--- src/rtl/aes_block_serializer_pkg.sv ---
// Shared types and constants for the AES result-block serializer
// (128-bit block out as four 32-bit stream beats).
package aes_block_serializer_pkg;

  localparam int unsigned AES_BLOCK_W  = 128;
  localparam int unsigned AES_WORD_W   = 32;
  localparam int unsigned AES_NB_WORDS = 4;

  typedef enum logic {
    SER_IDLE = 1'b0,
    SER_SEND = 1'b1
  } ser_state_t;

  // Status bundle exported into the engine flags structure
  typedef struct packed {
    logic        busy;
    logic [1:0]  beat_idx;
    logic [15:0] blocks_done;
  } ser_flags_t;

endpackage

--- src/rtl/aes_block_serializer_if.sv ---
// Beat stream carrying serialized AES words (data, byte strobe, valid/ready).
interface aes_block_serializer_if #(
  parameter int unsigned DATA_WIDTH = 32
) ();

  logic                    valid;
  logic                    ready;
  logic [DATA_WIDTH-1:0]   data;
  logic [DATA_WIDTH/8-1:0] strb;

  modport master (output valid, output data, output strb, input ready);
  modport slave  (input valid, input data, input strb, output ready);

endinterface

--- src/rtl/aes_block_serializer.sv ---
// Takes one AES result block per handshake and emits it word 0 first as
// NB_BEATS stream beats, with zero-bubble chaining of consecutive blocks.
module aes_block_serializer
  import aes_block_serializer_pkg::*;
#(
  parameter int unsigned DATA_WIDTH = AES_WORD_W,
  parameter int unsigned NB_BEATS   = AES_NB_WORDS,
  parameter int unsigned CNT_WIDTH  = 16,
  localparam int unsigned IDX_W     = (NB_BEATS > 1) ? $clog2(NB_BEATS) : 1,
  localparam int unsigned BLK_W     = DATA_WIDTH * NB_BEATS
) (
  input  logic                  clk_i,
  input  logic                  rst_ni,
  input  logic                  clear_i,
  input  logic                  blk_valid_i,
  output logic                  blk_ready_o,
  input  logic [BLK_W-1:0]      blk_data_i,
  aes_block_serializer_if.master d_o,
  output logic [IDX_W-1:0]      beat_idx_o,
  output logic                  busy_o,
  output logic [CNT_WIDTH-1:0]  blocks_done_o
);

  ser_state_t           state_q, state_d;
  logic [BLK_W-1:0]     blk_q, blk_d;
  logic [IDX_W-1:0]     beat_q, beat_d;
  logic [CNT_WIDTH-1:0] cnt_q, cnt_d;

  logic beat_last_s;
  logic beat_hs_s;
  logic accept_s;

  assign beat_last_s = (beat_q == IDX_W'(NB_BEATS - 1));
  assign beat_hs_s   = (state_q == SER_SEND) && d_o.ready;
  assign accept_s    = blk_valid_i && blk_ready_o;

  // Upstream ready: free when idle, or when the last beat is leaving now
  always_comb begin
    blk_ready_o = 1'b0;
    if (state_q == SER_IDLE) begin
      blk_ready_o = 1'b1;
    end else if (beat_last_s && d_o.ready) begin
      blk_ready_o = 1'b1;
    end else begin
      blk_ready_o = 1'b0;
    end
  end

  // Next-state logic; clear_i overrides accept and beat handshakes
  always_comb begin
    state_d = state_q;
    blk_d   = blk_q;
    beat_d  = beat_q;
    cnt_d   = cnt_q;
    if (clear_i) begin
      state_d = SER_IDLE;
      beat_d  = '0;
      cnt_d   = '0;
    end else begin
      case (state_q)
        SER_IDLE: begin
          if (accept_s) begin
            state_d = SER_SEND;
            blk_d   = blk_data_i;
            beat_d  = '0;
          end else begin
            state_d = SER_IDLE;
          end
        end
        SER_SEND: begin
          if (beat_hs_s && beat_last_s) begin
            cnt_d  = cnt_q + CNT_WIDTH'(1);
            beat_d = '0;
            if (accept_s) begin
              state_d = SER_SEND;
              blk_d   = blk_data_i;
            end else begin
              state_d = SER_IDLE;
            end
          end else if (beat_hs_s) begin
            beat_d = beat_q + IDX_W'(1);
          end else begin
            beat_d = beat_q;
          end
        end
        default: begin
          state_d = SER_IDLE;
          beat_d  = '0;
        end
      endcase
    end
  end

  // State and datapath registers
  always_ff @(posedge clk_i or negedge rst_ni) begin
    if (!rst_ni) begin
      state_q <= SER_IDLE;
      blk_q   <= '0;
      beat_q  <= '0;
      cnt_q   <= '0;
    end else begin
      state_q <= state_d;
      blk_q   <= blk_d;
      beat_q  <= beat_d;
      cnt_q   <= cnt_d;
    end
  end

  assign d_o.valid     = (state_q == SER_SEND);
  assign d_o.data      = blk_q[beat_q*DATA_WIDTH +: DATA_WIDTH];
  assign d_o.strb      = '1;
  assign beat_idx_o    = beat_q;
  assign busy_o        = (state_q == SER_SEND);
  assign blocks_done_o = cnt_q;

endmodule
--- src/flat_wrapper.sv ---
// flat-port wrapper written by rule: the top's interface ports become plain ports
module aes_block_serializer_flat import aes_block_serializer_pkg::*;
#(
  parameter int unsigned DATA_WIDTH = AES_WORD_W,
  parameter int unsigned NB_BEATS   = AES_NB_WORDS,
  parameter int unsigned CNT_WIDTH  = 16,
  localparam int unsigned IDX_W     = (NB_BEATS > 1) ? $clog2(NB_BEATS) : 1,
  localparam int unsigned BLK_W     = DATA_WIDTH * NB_BEATS
)
  (clk_i, rst_ni, clear_i, blk_valid_i, blk_ready_o, blk_data_i, beat_idx_o, busy_o, blocks_done_o, d_o_valid, d_o_data, d_o_strb, d_o_ready);
  aes_block_serializer_if #(.DATA_WIDTH(DATA_WIDTH)) d_o_i ();
  input  logic clk_i;
  input  logic rst_ni;
  input  logic clear_i;
  input  logic blk_valid_i;
  output logic blk_ready_o;
  input  logic [BLK_W-1:0] blk_data_i;
  output logic [IDX_W-1:0] beat_idx_o;
  output logic busy_o;
  output logic [CNT_WIDTH-1:0] blocks_done_o;
  output wire logic [$bits(d_o_i.valid)-1:0] d_o_valid;
  output wire logic [$bits(d_o_i.data)-1:0] d_o_data;
  output wire logic [$bits(d_o_i.strb)-1:0] d_o_strb;
  input wire logic [$bits(d_o_i.ready)-1:0] d_o_ready;
  assign d_o_valid = d_o_i.valid;
  assign d_o_data = d_o_i.data;
  assign d_o_strb = d_o_i.strb;
  assign d_o_i.ready = d_o_ready;
  aes_block_serializer #(.DATA_WIDTH(DATA_WIDTH), .NB_BEATS(NB_BEATS), .CNT_WIDTH(CNT_WIDTH)) u_core (.clk_i(clk_i), .rst_ni(rst_ni), .clear_i(clear_i), .blk_valid_i(blk_valid_i), .blk_ready_o(blk_ready_o), .blk_data_i(blk_data_i), .d_o(d_o_i), .beat_idx_o(beat_idx_o), .busy_o(busy_o), .blocks_done_o(blocks_done_o));
endmodule
--- config.mk ---
export PLATFORM = sky130hd
export DESIGN_NAME = aes_block_serializer_flat
export DESIGN_NICKNAME = d
export VERILOG_FILES = /design/src/rtl/aes_block_serializer_pkg.sv /design/src/rtl/aes_block_serializer_if.sv /design/src/rtl/aes_block_serializer.sv /design/src/flat_wrapper.sv
export SDC_FILE = /design/constraint.sdc
export NUM_CORES = 1
export LEC_CHECK = 0
export CAP_MARGIN = 20
export CORE_MARGIN = 8
export CORE_UTILIZATION = 30
export CTS_BUF_LIST = sky130_fd_sc_hd__clkbuf_4
export DETAILED_ROUTE_END_ITERATION = 6
export PLACE_DENSITY_LB_ADDON = 0.05
export SLEW_MARGIN = 15
export SYNTH_ARGS = -nofsm -noshare
export SYNTH_HDL_FRONTEND = slang
export SYNTH_SLANG_ARGS = --single-unit
--- constraint.sdc ---
create_clock -name clk_i -period 4.6 [get_ports clk_i]
set_input_delay 1.15 -clock clk_i [delete_from_list [all_inputs] [get_ports clk_i]]
set_output_delay 1.15 -clock clk_i [all_outputs]
set_load 0.05 [all_outputs]
==> results_tabular.tex, run 1 <==
\begin{tabular}{lr}
\hline
Metric & Value \\
\hline
\multicolumn{2}{l}{\textbf{Run status}} \\
\quad Outcome & completed \\
\multicolumn{2}{l}{\textbf{Global route}} \\
\quad Total GRT Usage & 12.8\% \\
\quad First-pass GRT wire length & 26200 um \\
\quad Antenna violations before repair & 3 \\
\quad Vias in the first global route & 4639 \\
\quad Pin count of the biggest net entering global routing & 101 \\
\quad Total congestion overflow & 0 \\
\multicolumn{2}{l}{\textbf{Critical path}} \\
\quad End of the worst register-to-register path & u\_core.blocks\_done\_o[15]\$\_DFFE\_PN0P\_ \\
\quad Critical setup path kind & primary input to primary output \\
\quad Crit. End Element & primary output \\
\quad Number of cells on the worst reg-to-reg path & 5 \\
\quad Cell-by-cell listing of the critical path & clkdlybuf4s50\_1 > nand2\_1 > and2\_1 > inv\_1 > clkdlybuf4s50\_1 \\
\quad Startpoint of the most critical register-to-register path & u\_core.beat\_idx\_o[0]\$\_DFFE\_PN0P\_ \\
\quad Setup slack on the worst flop-to-flop path & 2.05 ns \\
\quad Slowest cell on the critical path & clkdlybuf4s50\_1 \\
\quad Crit path required time & 3.45 ns \\
\quad Cell mode on critical path & clkdlybuf4s50\_1 \\
\quad Crit path arrival time & 2.85 ns \\
\quad Crit Path Max Fanout & 7 \\
\quad Critical path launch point type & primary input \\
\quad Biggest cell delay along the critical path & 0.79 ns \\
\multicolumn{2}{l}{\textbf{Route}} \\
\quad Via density & 4.61 \\
\quad Wirelength per Cell & 18.5 um \\
\quad Number of iterations in the first detailed-routing pass & 4 \\
\quad Total DRC errors in the routed layout & 0 \\
\quad Drt initial violations & 128 \\
\quad Post-route antenna net violation count & 0 \\
\quad Drt total wl & 16500 um \\
\quad Total vias in the final route & 4113 \\
\multicolumn{2}{l}{\textbf{Floorplan}} \\
\quad Die area & 0.0265 mm\^{}2 \\
\quad Die Span X & 163 um \\
\quad Standard cell core area & 0.0211 mm\^{}2 \\
\quad Initial core utilization & 30.7\% \\
\quad Number of placed I/O pins & 190 \\
\quad Die Ht & 163 um \\
\quad Row cnt & 53 \\
\multicolumn{2}{l}{\textbf{Synthesis}} \\
\quad Post-synthesis instance total & 417 \\
\quad Fraction of synthesis flops using an asynchronous set or reset pin & 100\% \\
\quad Number of enable-type register cells in the synthesized netlist & 0 \\
\quad Area of the mapped netlist & 0.00647 mm\^{}2 \\
\quad Count of state elements after synthesis & 147 \\
\quad Flip-flop cell with the highest count after synthesis & dfrtp\_1 \\
\quad Synthesized area per cell & 15.5 um\^{}2 \\
\quad Count of synthesis-stage warnings from yosys & 0 \\
\quad Synth unique cells & 29 \\
\quad Seq/Total Area, Yosys & 56.8\% \\
\multicolumn{2}{l}{\textbf{Placed design}} \\
\quad Post-detail-place hpwl & 11700 um \\
\quad Cell area after placement & 0.00863 mm\^{}2 \\
\quad Number of buffer cells added on primary ports & 185 \\
\quad Placed Cells incl. Taps & 856 \\
\quad Routability congestion estimate & 0.731 \\
\multicolumn{2}{l}{\textbf{Finish}} \\
\quad Area overhead of the layout relative to synthesis & 38.4\% \\
\quad Layout filler cell count & 1968 \\
\quad Post-layout utilization of the core & 42.5\% \\
\quad Layout cells sized above 1 & 33.4\% \\
\quad Most common cell after layout, fill and taps aside & clkdlybuf4s50\_1 \\
\quad Commonest cells after routing, fill and taps aside & clkdlybuf4s50\_1, dfrtp\_1, mux2\_2 \\
\quad Final std cells w/o fill & 892 \\
\quad Final Cell Area & 0.00896 mm\^{}2 \\
\quad Number of nets in the layout & 735 \\
\multicolumn{2}{l}{\textbf{STA}} \\
\quad Max-Slew Margin vs Limit & 37.4\% \\
\quad RSZ-0062 raised after global routing & no \\
\quad Setup skew after layout & 0.0237 ns \\
\quad Final worst path period share & 86.9\% \\
\quad Final Hold Vio Count & 0 \\
\quad Final Slew Violations & 0 \\
\quad Highest Clock Rate & 250 MHz \\
\quad Final Critical Period & 4.00 ns \\
\quad TNS Setup & 0 ns \\
\quad Pin slew with the least headroom to its limit & 0.940 ns \\
\quad Final setup vio count & 0 \\
\multicolumn{2}{l}{\textbf{CTS}} \\
\quad TritonCTS clock tree & done \\
\quad Clock edge transition at the registers on the reported setup and hold paths & 0.11 ns \\
\quad Number of setup buffers added after CTS & 0 \\
\quad Root cell of the clock tree & clkbuf\_4 \\
\quad Number of buffers added to fix hold violations after cts & 0 \\
\quad Number of cells upsized or downsized after cts & 0 \\
\quad Buffer depth of the longest clock path & 2 \\
\quad Total CTS buffers & 17 \\
\quad Clock Sink Count & 147 \\
\quad Clk Latency, worst-skew pair & 0.52 ns \\
\quad Max H-tree Level & 4 \\
\multicolumn{2}{l}{\textbf{Pwr}} \\
\quad Total leakage power & 3.48 nW \\
\quad Power density of the placed cells & 381 mW/mm\^{}2 \\
\quad Worst IR drop on VDD & 0.000192 V \\
\multicolumn{2}{l}{\textbf{Flow run}} \\
\quad Number of max-cap violations & 0 \\
\multicolumn{2}{l}{\textbf{Min path}} \\
\quad Number of instances on the worst hold path & 1 \\
\quad Type of the tightest min-delay check & flip-flop to flip-flop \\
\quad Min-Delay Startpoint & u\_core.blk\_q[75]\$\_DFFE\_PN0P\_ \\
\quad Hold EP & u\_core.blk\_q[75]\$\_DFFE\_PN0P\_ \\
\hline
\end{tabular}
## final cells by class
| cell class | instances | area [um^2] | share of cell area (%) |
|---|---|---|---|
| Antenna cell | 4 | 10.0 | 0.112 |
| Tap cell | 275 | 344 | 3.84 |
| Sequential cell | 147 | 3680 | 41.1 |
| Multi-Input combinational cell | 240 | 2640 | 29.4 |
| Inverter | 2 | 7.51 | 0.0838 |
| Clock inverter | 12 | 170 | 1.90 |
| Timing Repair Buffer | 192 | 1960 | 21.8 |
| Clock buffer | 20 | 150 | 1.68 |
## routing by layer
layer  GRT usage, %  up-vias  wire length (um)
met3           5.26       13              1240
met5              0        -                27
met4           3.29        4               125
li1               -     1904                 -
met2           20.5      115              7880
met1           15.7     2077              7190
## cell families after synthesis
logic type / synth area share, %
adders and majority gates: 0.387
AOI/OAI and AO/OA: 1.20
DFF: 56.8
other: 0.0579
xor gates and xnor gates: 1.22
and+or+nand+nor: 3.93
buffers and inverters: 2.65
muxes: 33.7
## power breakdown
group	switching, mW	internal (mW)
registers	0.105	1.51
clock network	0.488	0.409
logic	0.430	0.471
## cell usage after synthesis, types with 6 or more instances
cell | n | area (um^2)
dfrtp_1 | 147 | 3680
mux2_2 | 128 | 1440
mux4_2 | 32 | 721
buf_2 | 16 | 80.1
nor2_1 | 15 | 56.3
nand2_1 | 8 | 30.0
buf_4 | 7 | 52.6
clkbuf_1 | 7 | 26.3
a21oi_1 | 6 | 30.0
nand3_1 | 6 | 30.0
o21ai_0 | 6 | 30.0
or3_1 | 6 | 37.5
xnor2_1 | 6 | 52.6
## critical path, delay by kind of cell
| family | cells | cell delay (ns) |
|---|---|---|
| and+or+nand+nor | 2 | 0.26 |
| buffers and inverters | 3 | 1.43 |
## sequential cells by signal (all words and copies together) (netlist names)
name and flops:
u_core.busy_o 1, u_core.blocks_done_o 16, u_core.blk_q 128, u_core.beat_idx_o 2
## stage by stage
step | power (mW) | worst slack, ns | hold WS (ns)
finish | 3.41 | 0.604 | 0.517
global route | 3.60 | 0.542 | 0.530
CTS | 3.48 | 0.601 | 0.521
detailed placement | 2.56 | 0.601 | 0.491
global placement | 2.53 | 0.619 | 0.485
floorplan | 2.20 | 1.43 | 0.475
## how the worst max path moves through the flow
stage                                                start           to
after global routing      u_core.beat_idx_o[0]$_DFFE_PN0P_  d_o_data[9]
after detailed placement                         d_o_ready  blk_ready_o
after global placement                           d_o_ready  blk_ready_o
after floorplan           u_core.beat_idx_o[0]$_DFFE_PN0P_  d_o_data[0]
after CTS                 u_core.beat_idx_o[0]$_DFFE_PN0P_  d_o_data[7]
final                                            d_o_ready  blk_ready_o
Power figures use the tool's default switching activity.
==> inputs of run 2 (changes only) <==
- CTS_CLUSTER_DIAMETER: not set -> 100
==> results of run 2 <==
Final layout, timing and power as in run 1 (identical DEF).
==> inputs of run 3 (changes only) <==
- CAP_MARGIN: 20 -> not set
==> results of run 3 <==
Final layout, timing and power as in run 1 (identical DEF).
